[src/rtl/rf_sb_pkg.sv]
// Shared constants, error-cause enum and counter helper for the rf_scoreboard register file.
package rf_sb_pkg;

   localparam int DATA_W_DEF = 16;
   localparam int ADDR_W_DEF = 3;
   localparam int NRD_DEF    = 2;
   localparam int CNT_W_DEF  = 2;

   typedef enum logic [1:0] {
      ERR_NONE,
      ERR_OVERFLOW,
      ERR_UNDERFLOW
   } err_cause_e;

   function automatic int cnt_max(input int w);
      return (1 << w) - 1;
   endfunction

endpackage

[src/rtl/rf_sb_counter.sv]
// Saturating pending-write counter for one register; flags issue-at-max and retire-at-zero.
module rf_sb_counter
   import rf_sb_pkg::*;
#(
   parameter int CNT_W = CNT_W_DEF
) (
   input  logic             clk,
   input  logic             rst,
   input  logic             inc,
   input  logic             dec,
   input  logic             clr,
   output logic [CNT_W-1:0] count,
   output logic             nz,
   output logic             ovf,
   output logic             unf
);

   localparam logic [CNT_W-1:0] MAX = CNT_W'(cnt_max(CNT_W));

   logic at_max;
   logic zero;

   assign at_max = (count == MAX);
   assign zero   = (count == '0);
   assign nz     = ~zero;

   // Flush wins over everything, so neither error can be raised in a clearing cycle.
   assign ovf = inc & ~dec & ~clr & at_max;
   assign unf = dec & ~inc & ~clr & zero;

   // NOTE: sequential state uses non-blocking assignments so every flop samples pre-edge values.
   always_ff @(posedge clk or posedge rst) begin
      if (rst) begin
         count <= '0;
      end else if (clr) begin
         count <= '0;
      end else if (inc && !dec && !at_max) begin
         count <= count + 1'b1;
      end else if (dec && !inc && !zero) begin
         count <= count - 1'b1;
      end
   end

endmodule

[src/rtl/rf_scoreboard.sv]
// Decode-stage register file with per-register pending-write scoreboard and stall generation.
// Optional same-cycle write bypass: define RF_SCOREBOARD_BYPASS_EN.
module rf_scoreboard
   import rf_sb_pkg::*;
#(
   parameter int DATA_W = DATA_W_DEF,
   parameter int ADDR_W = ADDR_W_DEF,
   parameter int NRD    = NRD_DEF,
   parameter int CNT_W  = CNT_W_DEF
) (
   input  logic                  clk,
   input  logic                  rst,
   input  logic [NRD*ADDR_W-1:0] rd_sel,
   input  logic [NRD-1:0]        rd_use,
   output logic [NRD*DATA_W-1:0] rd_data,
   output logic                  stall,
   input  logic                  iss_en,
   input  logic [ADDR_W-1:0]     iss_dst,
   input  logic                  wr_en,
   input  logic [ADDR_W-1:0]     wr_sel,
   input  logic [DATA_W-1:0]     wr_data,
   input  logic                  wr_pend,
   input  logic                  flush,
   output logic [2**ADDR_W-1:0]  pend_vec,
   output logic                  err
);

   localparam int NREGS = 2**ADDR_W;

   logic [DATA_W-1:0] regs [NREGS];
   logic [CNT_W-1:0]  cnt  [NREGS];
   logic [NREGS-1:0]  inc, dec, nz, ovf, unf;
   logic [NRD-1:0]    blk;
   logic              iss_fire;
   logic              ret;
   err_cause_e        cause;

   assign iss_fire = iss_en & ~stall;
   assign ret      = wr_en & wr_pend;

   // NOTE: the storage array is reset because software may read any register before writing it.
   always_ff @(posedge clk or posedge rst) begin
      if (rst) begin
         for (int r = 0; r < NREGS; r++) regs[r] <= '0;
      end else if (wr_en) begin
         regs[wr_sel] <= wr_data;
      end
   end

   for (genvar r = 0; r < NREGS; r++) begin : g_cnt
      assign inc[r] = iss_fire & (iss_dst == ADDR_W'(r));
      assign dec[r] = ret & (wr_sel == ADDR_W'(r));

      rf_sb_counter #(.CNT_W(CNT_W)) u_cnt (
         .clk   (clk),
         .rst   (rst),
         .inc   (inc[r]),
         .dec   (dec[r]),
         .clr   (flush),
         .count (cnt[r]),
         .nz    (nz[r]),
         .ovf   (ovf[r]),
         .unf   (unf[r])
      );

      a_nz_consistent: assert property (@(posedge clk) disable iff (rst)
         nz[r] == (cnt[r] != '0));
   end

   assign pend_vec = nz;

   for (genvar i = 0; i < NRD; i++) begin : g_rd
      logic [ADDR_W-1:0] sel;
      logic              hit;

      assign sel = rd_sel[i*ADDR_W +: ADDR_W];
`ifdef RF_SCOREBOARD_BYPASS_EN
      assign rd_data[i*DATA_W +: DATA_W] = (wr_en && (wr_sel == sel)) ? wr_data : regs[sel];
      // The last outstanding writer retiring now releases the operand via the bypass path.
      assign hit = ret & (wr_sel == sel) & (cnt[sel] == CNT_W'(1));
`else
      assign rd_data[i*DATA_W +: DATA_W] = regs[sel];
      assign hit = 1'b0;
`endif
      assign blk[i] = rd_use[i] & nz[sel] & ~hit;
   end

   assign stall = |blk;

   // NOTE: always_comb gives cause a default first so no path leaves it unassigned (no latch).
   always_comb begin
      cause = ERR_NONE;
      if (|ovf)      cause = ERR_OVERFLOW;
      else if (|unf) cause = ERR_UNDERFLOW;
   end

   always_ff @(posedge clk or posedge rst) begin
      if (rst) begin
         err <= 1'b0;
      end else if (cause != ERR_NONE) begin
         err <= 1'b1;
      end
   end

   a_err_sticky: assert property (@(posedge clk) disable iff (rst)
      (cause != ERR_NONE) |=> err);

endmodule

[config.mk]
export PLATFORM = sky130hd
export DESIGN_NAME = rf_scoreboard
export DESIGN_NICKNAME = d
export VERILOG_FILES = /design/src/rtl/rf_sb_pkg.sv /design/src/rtl/rf_sb_counter.sv /design/src/rtl/rf_scoreboard.sv
export SDC_FILE = /design/constraint.sdc
export NUM_CORES = 1
export LEC_CHECK = 0
export BUFFER_PORTS_ARGS = -buffer_cell sky130_fd_sc_hd__clkbuf_2
export CORE_UTILIZATION = 49
export DETAILED_ROUTE_END_ITERATION = 6
export GPL_TIMING_DRIVEN = 1
export PLACE_DENSITY = 0.68
export SLEW_MARGIN = 20
export SYNTH_ARGS = -nofsm -noshare
export SYNTH_HDL_FRONTEND = slang
export SYNTH_SLANG_ARGS = --single-unit
[constraint.sdc]
create_clock -name clk -period 3.8 [get_ports clk]
set_input_delay 0.19 -clock clk [delete_from_list [all_inputs] [get_ports clk]]
set_output_delay 0.19 -clock clk [all_outputs]
set_load 0.03 [all_outputs]
==> results of run 1 <==
==> metrics by stage <==
| stage | area (um^2) | power, mW |
|---|---|---|
| global placement | 8890 | 3.29 |
| floorplan | 8320 | 3.02 |
| global route | 9530 | 5.35 |
| CTS | 9530 | 5.16 |
| detailed placement | 8890 | 3.37 |
| finish | 9530 | 5.14 |
==> synth_stat cells, types with 3 or more instances <==
master,count
nand2_1,119
nand2b_1,5
nand4b_1,5
a21oi_1,18
and3_1,3
or2_2,5
nand3_1,7
dfrtp_1,145
nor3_1,8
mux2_2,128
a211o_1,3
a31oi_1,4
inv_1,10
nand4_1,6
mux4_2,64
nor2_1,20
and2_1,7
clkbuf_1,29
a32oi_1,3
o21ai_0,9
a311oi_1,3
buf_1,12
mux2i_1,3
nor3b_1,3
buf_2,3
buf_4,11
nor4b_1,3
nor4bb_1,3
==> worst paths after layout <==
| kind | start | to | slack (ns) |
|---|---|---|---|
| hold reg to reg | regs[3] | regs[3] | 0.50 |
| min in group clk | wr_data[4] | regs[36] | 0.06 |
| setup / recovery | g_cnt[6].u_cnt.count[0] | g_cnt[6].u_cnt.count[0] | 1.07 |
| setup reg to reg | g_cnt[6].u_cnt.count[0] | g_cnt[6].u_cnt.count[0] | 1.07 |
| max in group asynchronous | rst | regs[59] | 3.18 |
| hold / removal | rst | regs[9] | -0.11 |
==> flip-flops by register name, indices dropped and copies added, names as in the netlist <==
name and cells:
regs 128, g_cnt.u_cnt.count 16, err 1
==> kinds of logic (layout without fill, tap and decap cells) <==
group,count (synthesis),after routing,synth area share (%)
and+or+nand+nor,214,214,12.6
muxes,195,195,35.0
DFF,145,145,43.6
buffers and inverters,67,134,3.68
AOI/OAI and AO/OA,61,61,4.99
xor gates and xnor gates,1,1,0.105
==> power by group <==
group / internal (mW) / switching (mW)
clock: 1.11 / 0.684
combinational: 0.651 / 0.628
sequential: 1.84 / 0.223
==> worst max-delay path, delay by kind of cell (launching register included) <==
family / cells / cell delay [ns]
simple gates: 4 / 1.43
compound gates: 3 / 0.63
buf+inv: 1 / 0.11
flops: 1 / 0.45
==> layer usage <==
| layer | share of wire, % | wire [um] |
|---|---|---|
| met5 | 0 | 0 |
| met3 | 5.6 | 1200 |
| met1 | 43 | 9070 |
| met2 | 50 | 10600 |
| met4 | 2.1 | 448 |
==> area by class of cell <==
type / count / area (um^2) / area share, %
Clock inverter: 15 / 210 / 2.21
Multi-Input combinational cell: 471 / 4440 / 46.6
Clock buffer: 17 / 425 / 4.46
Sequential cell: 145 / 3630 / 38.1
Timing Repair Buffer: 91 / 503 / 5.28
Inverter: 11 / 47.5 / 0.499
Tap cell: 220 / 275 / 2.89
==> summary.txt, run 1 <==
Finish
  – Post-Layout Cell Count: 970
  – Ant diodes: 0
  – Commonest non-fill, non-tap cells in the layout: 145 x dfrtp_1, 128 x mux2_2, 119 x nand2_1
  – Final core occ: 57.5%
  – Filler Cells Inserted: 1371
  – Most common cell after layout, fill and taps aside: dfrtp_1
  – Area Overhead vs Synth: 14.5%
  – Nets: 773
  – Share of layout cells above drive strength 1: 44.3%

Setup path
  – Worst path required time: 4.11 ns
  – Worst Setup End Kind: register
  – CP max stage cell: or4_4
  – Worst-path cell chain: nor2_1 > a21oi_1 > o2111ai_1 > and3_2 > inv_4 > or4_4 > and3_1 > o31a_1
  – Critical path class: register to register
  – CP arrival: 3.05 ns
  – CP max stage delay: 0.52 ns
  – CP Launch Type: register
  – CP max FO: 12
  – Reg2Reg Depth: 8

Timing
  – Final-report hold violation count: 40
  – Fmax: 0.366 GHz
  – Worst clock skew: 0.00748 ns
  – RSZ-0062 raised after global routing: no
  – Worst slew pin tran: 0.989 ns
  – Setup Viol. Count Final: 0
  – Final period util: 72.0%
  – Final min period: 2.73 ns
  – Setup TNS: 0 ns
  – Final setup margin: 1.07 ns
  – Slew Limit Fails: 0
  – Worst hold slack: -0.105 ns
  – Max_slew headroom: 33.9%

GRT
  – Pin count of the biggest net entering global routing: 146
  – Met3 usage: 4.88%
  – Met2 Resource Use GR: 42.3%
  – GR Util met1: 33.8%
  – Most used routing layer: met2
  – Vias in the first global route: 6118
  – Initial antenna violation count: 0
  – GR Util All Layers: 25.6%
  – First-pass GRT wire length: 33800 um
  – GR Overflow Total: 0

Drt
  – Drt wl/cell: 21.9 um
  – Detailed Route WL: 21300 um
  – Final ANT Viol Nets: 0
  – Pre-Repair DR Iteration Count: 5
  – Total number of vias: 6096
  – Starting DRT DRC Count: 535
  – DRC: 0
  – Routed vias/inst: 6.28

Floorplanning
  – Row Count: 47
  – I/O pins: 78
  – Core area: 16600 um^2
  – Chip Width: 132 um
  – Die H: 132 um
  – Die Area: 17500 um^2
  – Initial core utilization: 50.2%

Yosys
  – Syn Std Cell Area: 8320 um^2
  – Top_reg_cell synth: dfrtp_1
  – Synth warnings: 0
  – Top cell type's share of synthesized area: 43.6%
  – Library cells used by synthesis: 60
  – Ranking of synthesized cells by area: dfrtp_1 44%, mux2_2 17%, mux4_2 17%
  – Mapped Avg Cell Area: 12.2 um^2
  – Flop and latch count out of synthesis: 145
  – Post-synthesis sequential area ratio: 43.6%
  – Post-Synthesis Net Count: 719
  – EDFF count, synth: 0
  – FFs w/ async S/R, synth: 100%
  – Biggest area consumer among synthesized cells: dfrtp_1
  – Mapped Cells: 683

Power
  – Pwr dens: 539 nW/um^2
  – Peak supply drop: 364 uV
  – P_leak: 4.13 nW

Clock tree
  – Post-cts sizing count: 0
  – Clock sink count: 145
  – CTS Buf Count: 17
  – Clk_lat worst skew: 0.42 ns
  – Max Root-Sink Buffers: 2
  – CTS tree: built
  – Setup Fix Bufs, Post-CTS: 0
  – H-tree depth: 4
  – Hold-fix buffers, CTS: 0
  – Register clock-pin slew on the reported worst setup and hold paths: 0.07 ns
  – Root Driver: clkbuf_16

Worst hold path
  – Worst hold path type: primary input to async pin

Place
  – Routability cong.: 0.871
  – HPWL after detailed placement: 13300 um
  – # placed instances: 938
  – Dpl ws: 0.796 ns
  – IO Port Bufs: 77

Outcome
  – Failing checks: negative hold slack
  – Status: finished, violations left

Run
  – Max Cap Viol: 0
Note: power is estimated with default switching activity, not from simulation.
==> run 2, diff against run 1 <==
ABC_AREA = 1   (was default)
clock period = 2.31 ns   (was 3.8 ns; I/O delays follow)
==> run 2 against run 1 <==
The flow finishes with violations (design-rule violations). Highest routed layer unchanged. Critical endpoint is now err. Via count grew 37%. First-iteration DRC count grew 61%. Critical path type unchanged. Maximum frequency grew 37%. Utilization grew 1.2 points.
==> summary.txt, run 2 <==
Outcome
  – Status: finished, violations left
  – Failing checks: design-rule violations

Yosys
  – Synth warnings: 0 (unchanged)
  – Library cells used by synthesis: 25 (-58%)
  – Ranking of synthesized cells by area: dfrtp_1 43%, o21ai_0 15%, nand2_1 10%
  – Top cells by count, synth: 249 x o21ai_0, 230 x nand2_1, 145 x dfrtp_1
  – Mapped Avg Cell Area: 7.21 um^2 (-41%)
  – Flop and latch count out of synthesis: 145 (unchanged)
  – Post-Synthesis Net Count: 1211 (+68%)
  – Syn Std Cell Area: 8470 um^2 (+1.8%)
  – EDFF count, synth: 0 (unchanged)
  – Mapped Cells: 1175 (+72%)
  – Biggest area consumer among synthesized cells: dfrtp_1
  – Cell with the most instances after synthesis: o21ai_0
  – Top cell type's share of synthesized area: 42.8% (-0.79 points)
  – FFs w/ async S/R, synth: 100% (unchanged)
  – Top_reg_cell synth: dfrtp_1
  – Post-synthesis sequential area ratio: 42.8% (-0.79 points)

Finish
  – Ant diodes: 0 (unchanged)
  – Area Overhead vs Synth: 16.1%
  – Final core occ: 58.7% (+1.2 points)
  – Share of layout cells above drive strength 1: 14.6% (-30 points)
  – Nets: 1275 (+65%)
  – Design area: 9840 um^2 (+3.3%)
  – Reg with most FFs: regs
  – Post-Layout Cell Count: 1472 (+52%)
  – Filler Cells Inserted: 1595 (+16%)
  – Most common cell after layout, fill and taps aside: o21ai_0
  – Top flop regs: regs (128), g_cnt.u_cnt.count (16), err (1)
  – Max reg flops: 128 (unchanged)
  – Commonest non-fill, non-tap cells in the layout: 249 x o21ai_0, 230 x nand2_1, 145 x dfrtp_1

Floorplanning
  – Die H: 134 um (+0.91%)
  – Die Area: 17800 um^2 (+1.8%)
  – I/O pins: 78 (unchanged)
  – Chip Width: 134 um (+0.91%)
  – Core area: 16800 um^2 (+1.1%)
  – Row Count: 47 (unchanged)
  – Initial core utilization: 50.6% (+0.39 points)

Drt
  – Drt wl/cell: 16.9 um (-23%)
  – Final ANT Viol Nets: 0 (unchanged)
  – Routed vias/inst: 5.69 (-9.4%)
  – DRC: 1 (+1)
  – Starting DRT DRC Count: 861 (+61%)
  – Pre-Repair DR Iteration Count: 7 (+2)
  – Total number of vias: 8381 (+37%)
  – Detailed Route WL: 24900 um (+17%)

Setup path
  – CP max FO: 10 (-2)
  – CP arrival: 2.37 ns (-0.68 ns)
  – RR Startpoint: g_cnt[5].u_cnt.count[1]
  – Reg-to-reg endpoint: err
  – Reg2Reg Depth: 13 (+5)
  – Reg-to-reg slack, setup: 0.31 ns (-0.76 ns)
  – CP Launch Type: register
  – Worst Setup End Kind: register
  – Critical path class: register to register
  – Worst path required time: 2.68 ns (-1.43 ns)

Timing
  – Worst hold slack: 0.261 ns (+0.366 ns)
  – Final period util: 86.7% (+15 points)
  – Worst slew pin tran: 0.812 ns (-0.177 ns)
  – Final min period: 2.00 ns (-0.733 ns)
  – Setup TNS: 0 ns (unchanged)
  – Max_slew headroom: 45.8% (+12 points)
  – Setup Viol. Count Final: 0 (unchanged)
  – Fmax: 0.500 GHz (+37%)
  – Final-report hold violation count: 0 (-100%)
  – Slew Limit Fails: 0 (unchanged)
  – Worst clock skew: 0.00805 ns (+0.000565 ns)
  – Final setup margin: 0.308 ns (-0.757 ns)
  – RSZ-0062 raised after global routing: no

Clock tree
  – Register clock-pin slew on the reported worst setup and hold paths: 0.06 ns (about the same)
  – Root Driver: clkbuf_16
  – Max Root-Sink Buffers: 2 (unchanged)
  – Clock sink count: 145 (unchanged)
  – CTS Buf Count: 17 (unchanged)
  – CTS tree: built
  – H-tree depth: 4 (unchanged)
  – Setup Fix Bufs, Post-CTS: 0 (unchanged)
  – Clk_lat worst skew: 0.43 ns (about the same)

Run
  – Max Cap Viol: 0 (unchanged)

GRT
  – GR Util All Layers: 29.3% (+3.8 points)
  – Vias in the first global route: 7813 (+28%)
  – First-pass GRT wire length: 41000 um (+21%)
  – GR Overflow Total: 0 (unchanged)
  – Pin count of the biggest net entering global routing: 62 (-58%)
  – Initial antenna violation count: 0 (unchanged)

Power
  – P_leak: 4.51 nW (+9.2%)
  – Pwr dens: 840 nW/um^2 (+56%)
  – Final Power: 8.27 mW (+61%)
  – Peak supply drop: 579 uV (+59%)

Place
  – # placed instances: 1422 (+52%)
  – Routability cong.: 0.918 (+5.4%)
  – Dpl ws: 0.370 ns (-0.426 ns)
  – IO Port Bufs: 77 (unchanged)
  – HPWL after detailed placement: 16000 um (+21%)
  – Placed Area: 9070 um^2 (+2.0%)

Worst hold path
  – Worst hold path type: primary input to async pin
## run 2: changes by cell type after synthesis, moves of 24 or more
cell / before / now
mux2_2: 128 / 0
o21ai_0: 9 / 249
nand2_1: 119 / 230
a31oi_1: 4 / 32
o211ai_1: 0 / 32
a21oi_1: 18 / 92
mux4_2: 64 / 0
inv_1: 10 / 128
clkbuf_1: 29 / 65
nand3_1: 7 / 31
nor2_1: 20 / 81
## run 2: final cells by class
type                            instances  area (um^2)  area share, %
Timing Repair Buffer                  130          853           8.67
Sequential cell                       145         3630           36.9
Inverter                              132          499           5.07
Clock inverter                         14          156           1.59
Tap cell                              220          275           2.80
Clock buffer                           18          429           4.36
Multi-Input combinational cell        813         4000           40.6
## run 2: critical path: stages, from the launching register on
cell and delay [ns]:
dfrtp_1 0.40, nor2_2 0.23, nand2_1 0.08, nand3_1 0.11, nand3_2 0.10, nand3_4 0.13, nand3_4 0.21, nor2_2 0.18
nand4_1 0.16, nand2_1 0.14, nor2_1 0.05, nand2_1 0.06, nor2_1 0.04, nand2_1 0.05
## run 2: worst max-delay path by stage
stage | slack, ns | to | start
after floorplan | 0.38 | err | rst
after global placement | 0.42 | err | g_cnt[5].u_cnt.count[1]
after detailed placement | 0.37 | err | g_cnt[5].u_cnt.count[1]
after CTS | 0.35 | g_cnt[7].u_cnt.count[0] | g_cnt[5].u_cnt.count[1]
after global routing | 0.14 | g_cnt[7].u_cnt.count[0] | g_cnt[5].u_cnt.count[1]
final | 0.31 | err | g_cnt[5].u_cnt.count[1]
## run 2: where the power goes
part / total [mW] / switching, mW / internal [mW] / leakage (nW)
clock: 2.75 / 1.14 / 1.61 / 0.279
sequential: 3.38 / 0.325 / 3.05 / 1.78
combinational: 2.14 / 1.45 / 0.694 / 2.46
total: 8.27 / 2.91 / 5.35 / 4.51
## run 2: timing repair
action / in CTS / in global routing
resized for setup: 0 / 0
hold endpoints to repair: 66 / 0
hold buffers: 18 / 0
## run 2: layer usage
layer	global-route usage, %	part of all wire [%]	vias to the layer above
met5	0	0	-
met4	7.39	1.1	0
met3	5.10	6.9	29
met2	45.2	46	305
met1	42.7	46	3984
li1	-	-	4063
## run 2: logic make-up after synthesis
kind of cell / count (synthesis) / share of synthesized area [%]
AO/OA/AOI/OAI: 416 / 26.4
buffers and inverters: 217 / 10.1
flip-flops: 145 / 42.8
AND/OR/NAND/NOR: 397 / 20.6
==> run 3, diff against run 2 <==
ABC_AREA = default   (was 1)
==> run 3 against run 2 <==
The run now ends clean. Sequential cell count unchanged. First-iteration DRC count down 50%. Critical path depth down 5. Maximum frequency down 10%. Final cell count down 31%. Total power up 0.46%. Setup slack worse by 0.23 ns.
==> summary.txt, run 3 (same netlist as run 1, synthesis figures left out) <==
Timing
  – Slew Limit Fails: 0 (unchanged)
  – Final period util: 96.4% (+9.7 points)
  – Worst slew pin tran: 0.687 ns (-0.125 ns)
  – Max_slew headroom: 54.2% (+8.4 points)
  – RSZ-0062 raised after global routing: no
  – Fmax: 0.449 GHz (-10%)
  – Final-report hold violation count: 0 (unchanged)
  – Final min period: 2.23 ns (+0.225 ns)
  – Worst clock skew: 0.00539 ns (-0.00266 ns)
  – Worst hold slack: 0.142 ns (-0.119 ns)
  – Setup Viol. Count Final: 0 (unchanged)

Setup path
  – CP max stage cell: or4_4
  – CP max stage delay: 0.50 ns (+0.10 ns)
  – Dominant delay contributor by cell family on the critical path: simple AND/OR/NAND/NOR gates
  – CP Launch Type: register
  – Crit-path most repeated cell: and3_4
  – Worst Setup End Kind: register
  – Worst-path cell chain: nor3b_2 > o21bai_1 > a32oi_1 > and3_4 > inv_4 > or4_4 > and3_4 > o31a_1
  – Worst path required time: 2.62 ns (-0.06 ns)
  – WP buf/inv: 1 (+1)
  – CP max FO: 5 (-5)
  – Critical path class: register to register
  – CP arrival: 2.53 ns (+0.16 ns)

Place
  – Placed Area: 9120 um^2 (+0.50%)
  – HPWL after detailed placement: 14500 um (-9.8%)
  – # placed instances: 968 (-32%)
  – IO Port Bufs: 77 (unchanged)
  – Routability cong.: 0.857 (-6.6%)

Power
  – Pwr dens: 833 nW/um^2 (-0.86%)
  – P_leak: 4.37 nW (-3.3%)
  – Peak supply drop: 639 uV (+10%)

Clock tree
  – H-tree depth: 4 (unchanged)
  – Register clock-pin slew on the reported worst setup and hold paths: 0.06 ns (about the same)
  – Clock sink count: 145 (unchanged)
  – Max Root-Sink Buffers: 2 (unchanged)
  – CTS Buf Count: 17 (unchanged)
  – Clk_lat worst skew: 0.42 ns (about the same)
  – CTS tree: built
  – Root Driver: clkbuf_16

Finish
  – Reg with most FFs: regs
  – Design area: 9970 um^2 (+1.3%)
  – Area occupied by multi-input gates: 4510 um^2 (+13%)
  – Most common cell after layout, fill and taps aside: dfrtp_1
  – Share of layout cells above drive strength 1: 47.6% (+33 points)
  – Commonest non-fill, non-tap cells in the layout: 142 x dfrtp_1, 128 x mux2_2, 119 x nand2_1
  – Filler Cells Inserted: 1357 (-15%)
  – Seq. cell area: 3630 um^2 (+0.10%)
  – Top flop regs: regs (128), g_cnt.u_cnt.count (16), err (1)
  – Area Overhead vs Synth: 19.8%
  – Nets: 822 (-36%)
  – Max reg flops: 128 (unchanged)
  – Post-Layout Cell Count: 1019 (-31%)
  – Ant diodes: 0 (unchanged)

GRT
  – GR Util All Layers: 27.0% (-2.3 points)
  – First-pass GRT wire length: 35800 um (-12%)
  – GR Overflow Total: 0 (unchanged)
  – Vias in the first global route: 6623 (-15%)
  – Initial antenna violation count: 0 (unchanged)
  – Pin count of the biggest net entering global routing: 86 (+39%)

Floorplanning
  – Chip Width: 132 um (-0.90%)
  – Initial core utilization: 50.2% (-0.39 points)
  – Core area: 16600 um^2 (-1.1%)
  – Die Area: 17500 um^2 (-1.8%)
  – I/O pins: 78 (unchanged)
  – Row Count: 47 (unchanged)
  – Die H: 132 um (-0.90%)

Drt
  – Drt wl/cell: 21.7 um (+29%)
  – Routed vias/inst: 6.04 (+6.1%)
  – Final ANT Viol Nets: 0 (unchanged)
  – Pre-Repair DR Iteration Count: 5 (-2)
  – DRC: 0 (-1)
  – Starting DRT DRC Count: 433 (-50%)
  – Total number of vias: 6155 (-27%)
  – Detailed Route WL: 22200 um (-11%)

Outcome
  – Status: finished, final reports clean

Run
  – Max Cap Viol: 0 (unchanged)

Worst hold path
  – Worst hold path type: primary input to register
-- run 3: cell type report --
| type | count | share of cell area (%) |
|---|---|---|
| well taps | 220 | 2.76 |
| repair buffers | 140 | 9.16 |
| inverters | 11 | 0.477 |
| multi-input cells | 471 | 45.3 |
| clock inverters | 12 | 1.33 |
| clock buffers | 20 | 4.58 |
| flip-flops and latches | 145 | 36.4 |
-- run 3: worst paths after layout --
| kind | endpoint | slack (ns) | from | cells after the start |
|---|---|---|---|---|
| min in group asynchronous | regs[24] | 0.36 | rst | 4 |
| max in group asynchronous | g_cnt[7].u_cnt.count[1] | 1.54 | rst | 4 |
| worst min register to register | regs[12] | 0.50 | regs[12] | 2 |
| worst max-delay path | g_cnt[6].u_cnt.count[0] | 0.08 | g_cnt[2].u_cnt.count[1] | 8 |
| worst min-delay path | g_cnt[5].u_cnt.count[0] | 0.14 | flush | 2 |
| worst max register to register | g_cnt[6].u_cnt.count[0] | 0.08 | g_cnt[2].u_cnt.count[1] | 8 |
-- run 3: report_power, final --
part           switching [mW]  total [mW]  internal [mW]  leakage (nW)
Combinational            1.06        2.18           1.12          2.30
Clock                    1.08        2.73           1.65         0.283
Sequential              0.361        3.40           3.03          1.78
-- run 3: what timing repair did --
action | 4_1_cts | 5_1_grt
buffers inserted | 0 | 2
hold buffers | 17 | 0
gates resized for setup | 1 | 18
pin swaps | 0 | 4
hold endpoints to repair | 177 | 0
endpoints found under the setup margin | 1 | 6
-- run 3: per-layer routing --
| layer | share of wire, % | GRT usage, % |
|---|---|---|
| met4 | 2.4 | 11.2 |
| met5 | 0 | 0 |
| met3 | 4.3 | 3.81 |
| met1 | 43 | 35.7 |
| met2 | 50 | 45.1 |
-- run 3: through the flow --
step	setup TNS, ns	util (%)	total power [mW]	setup slack [ns]
after floorplan	0	-	4.97	0.00777
after global placement	0	55.0	5.43	0.0214
after detailed placement	-0.0210	55.0	5.57	-0.0210
after CTS	0	59.6	8.36	0.00487
after global routing	0	60.1	8.67	0.00777
final	0	60.1	8.31	0.0832
-- run 3: worst register-to-register path: cells and delay by family (launching register included) --
family | cells | cell delay [ns]
flip-flops | 1 | 0.44
AO/OA/AOI/OAI | 3 | 0.56
AND/OR/NAND/NOR | 4 | 1.08
buffers and inverters | 1 | 0.03
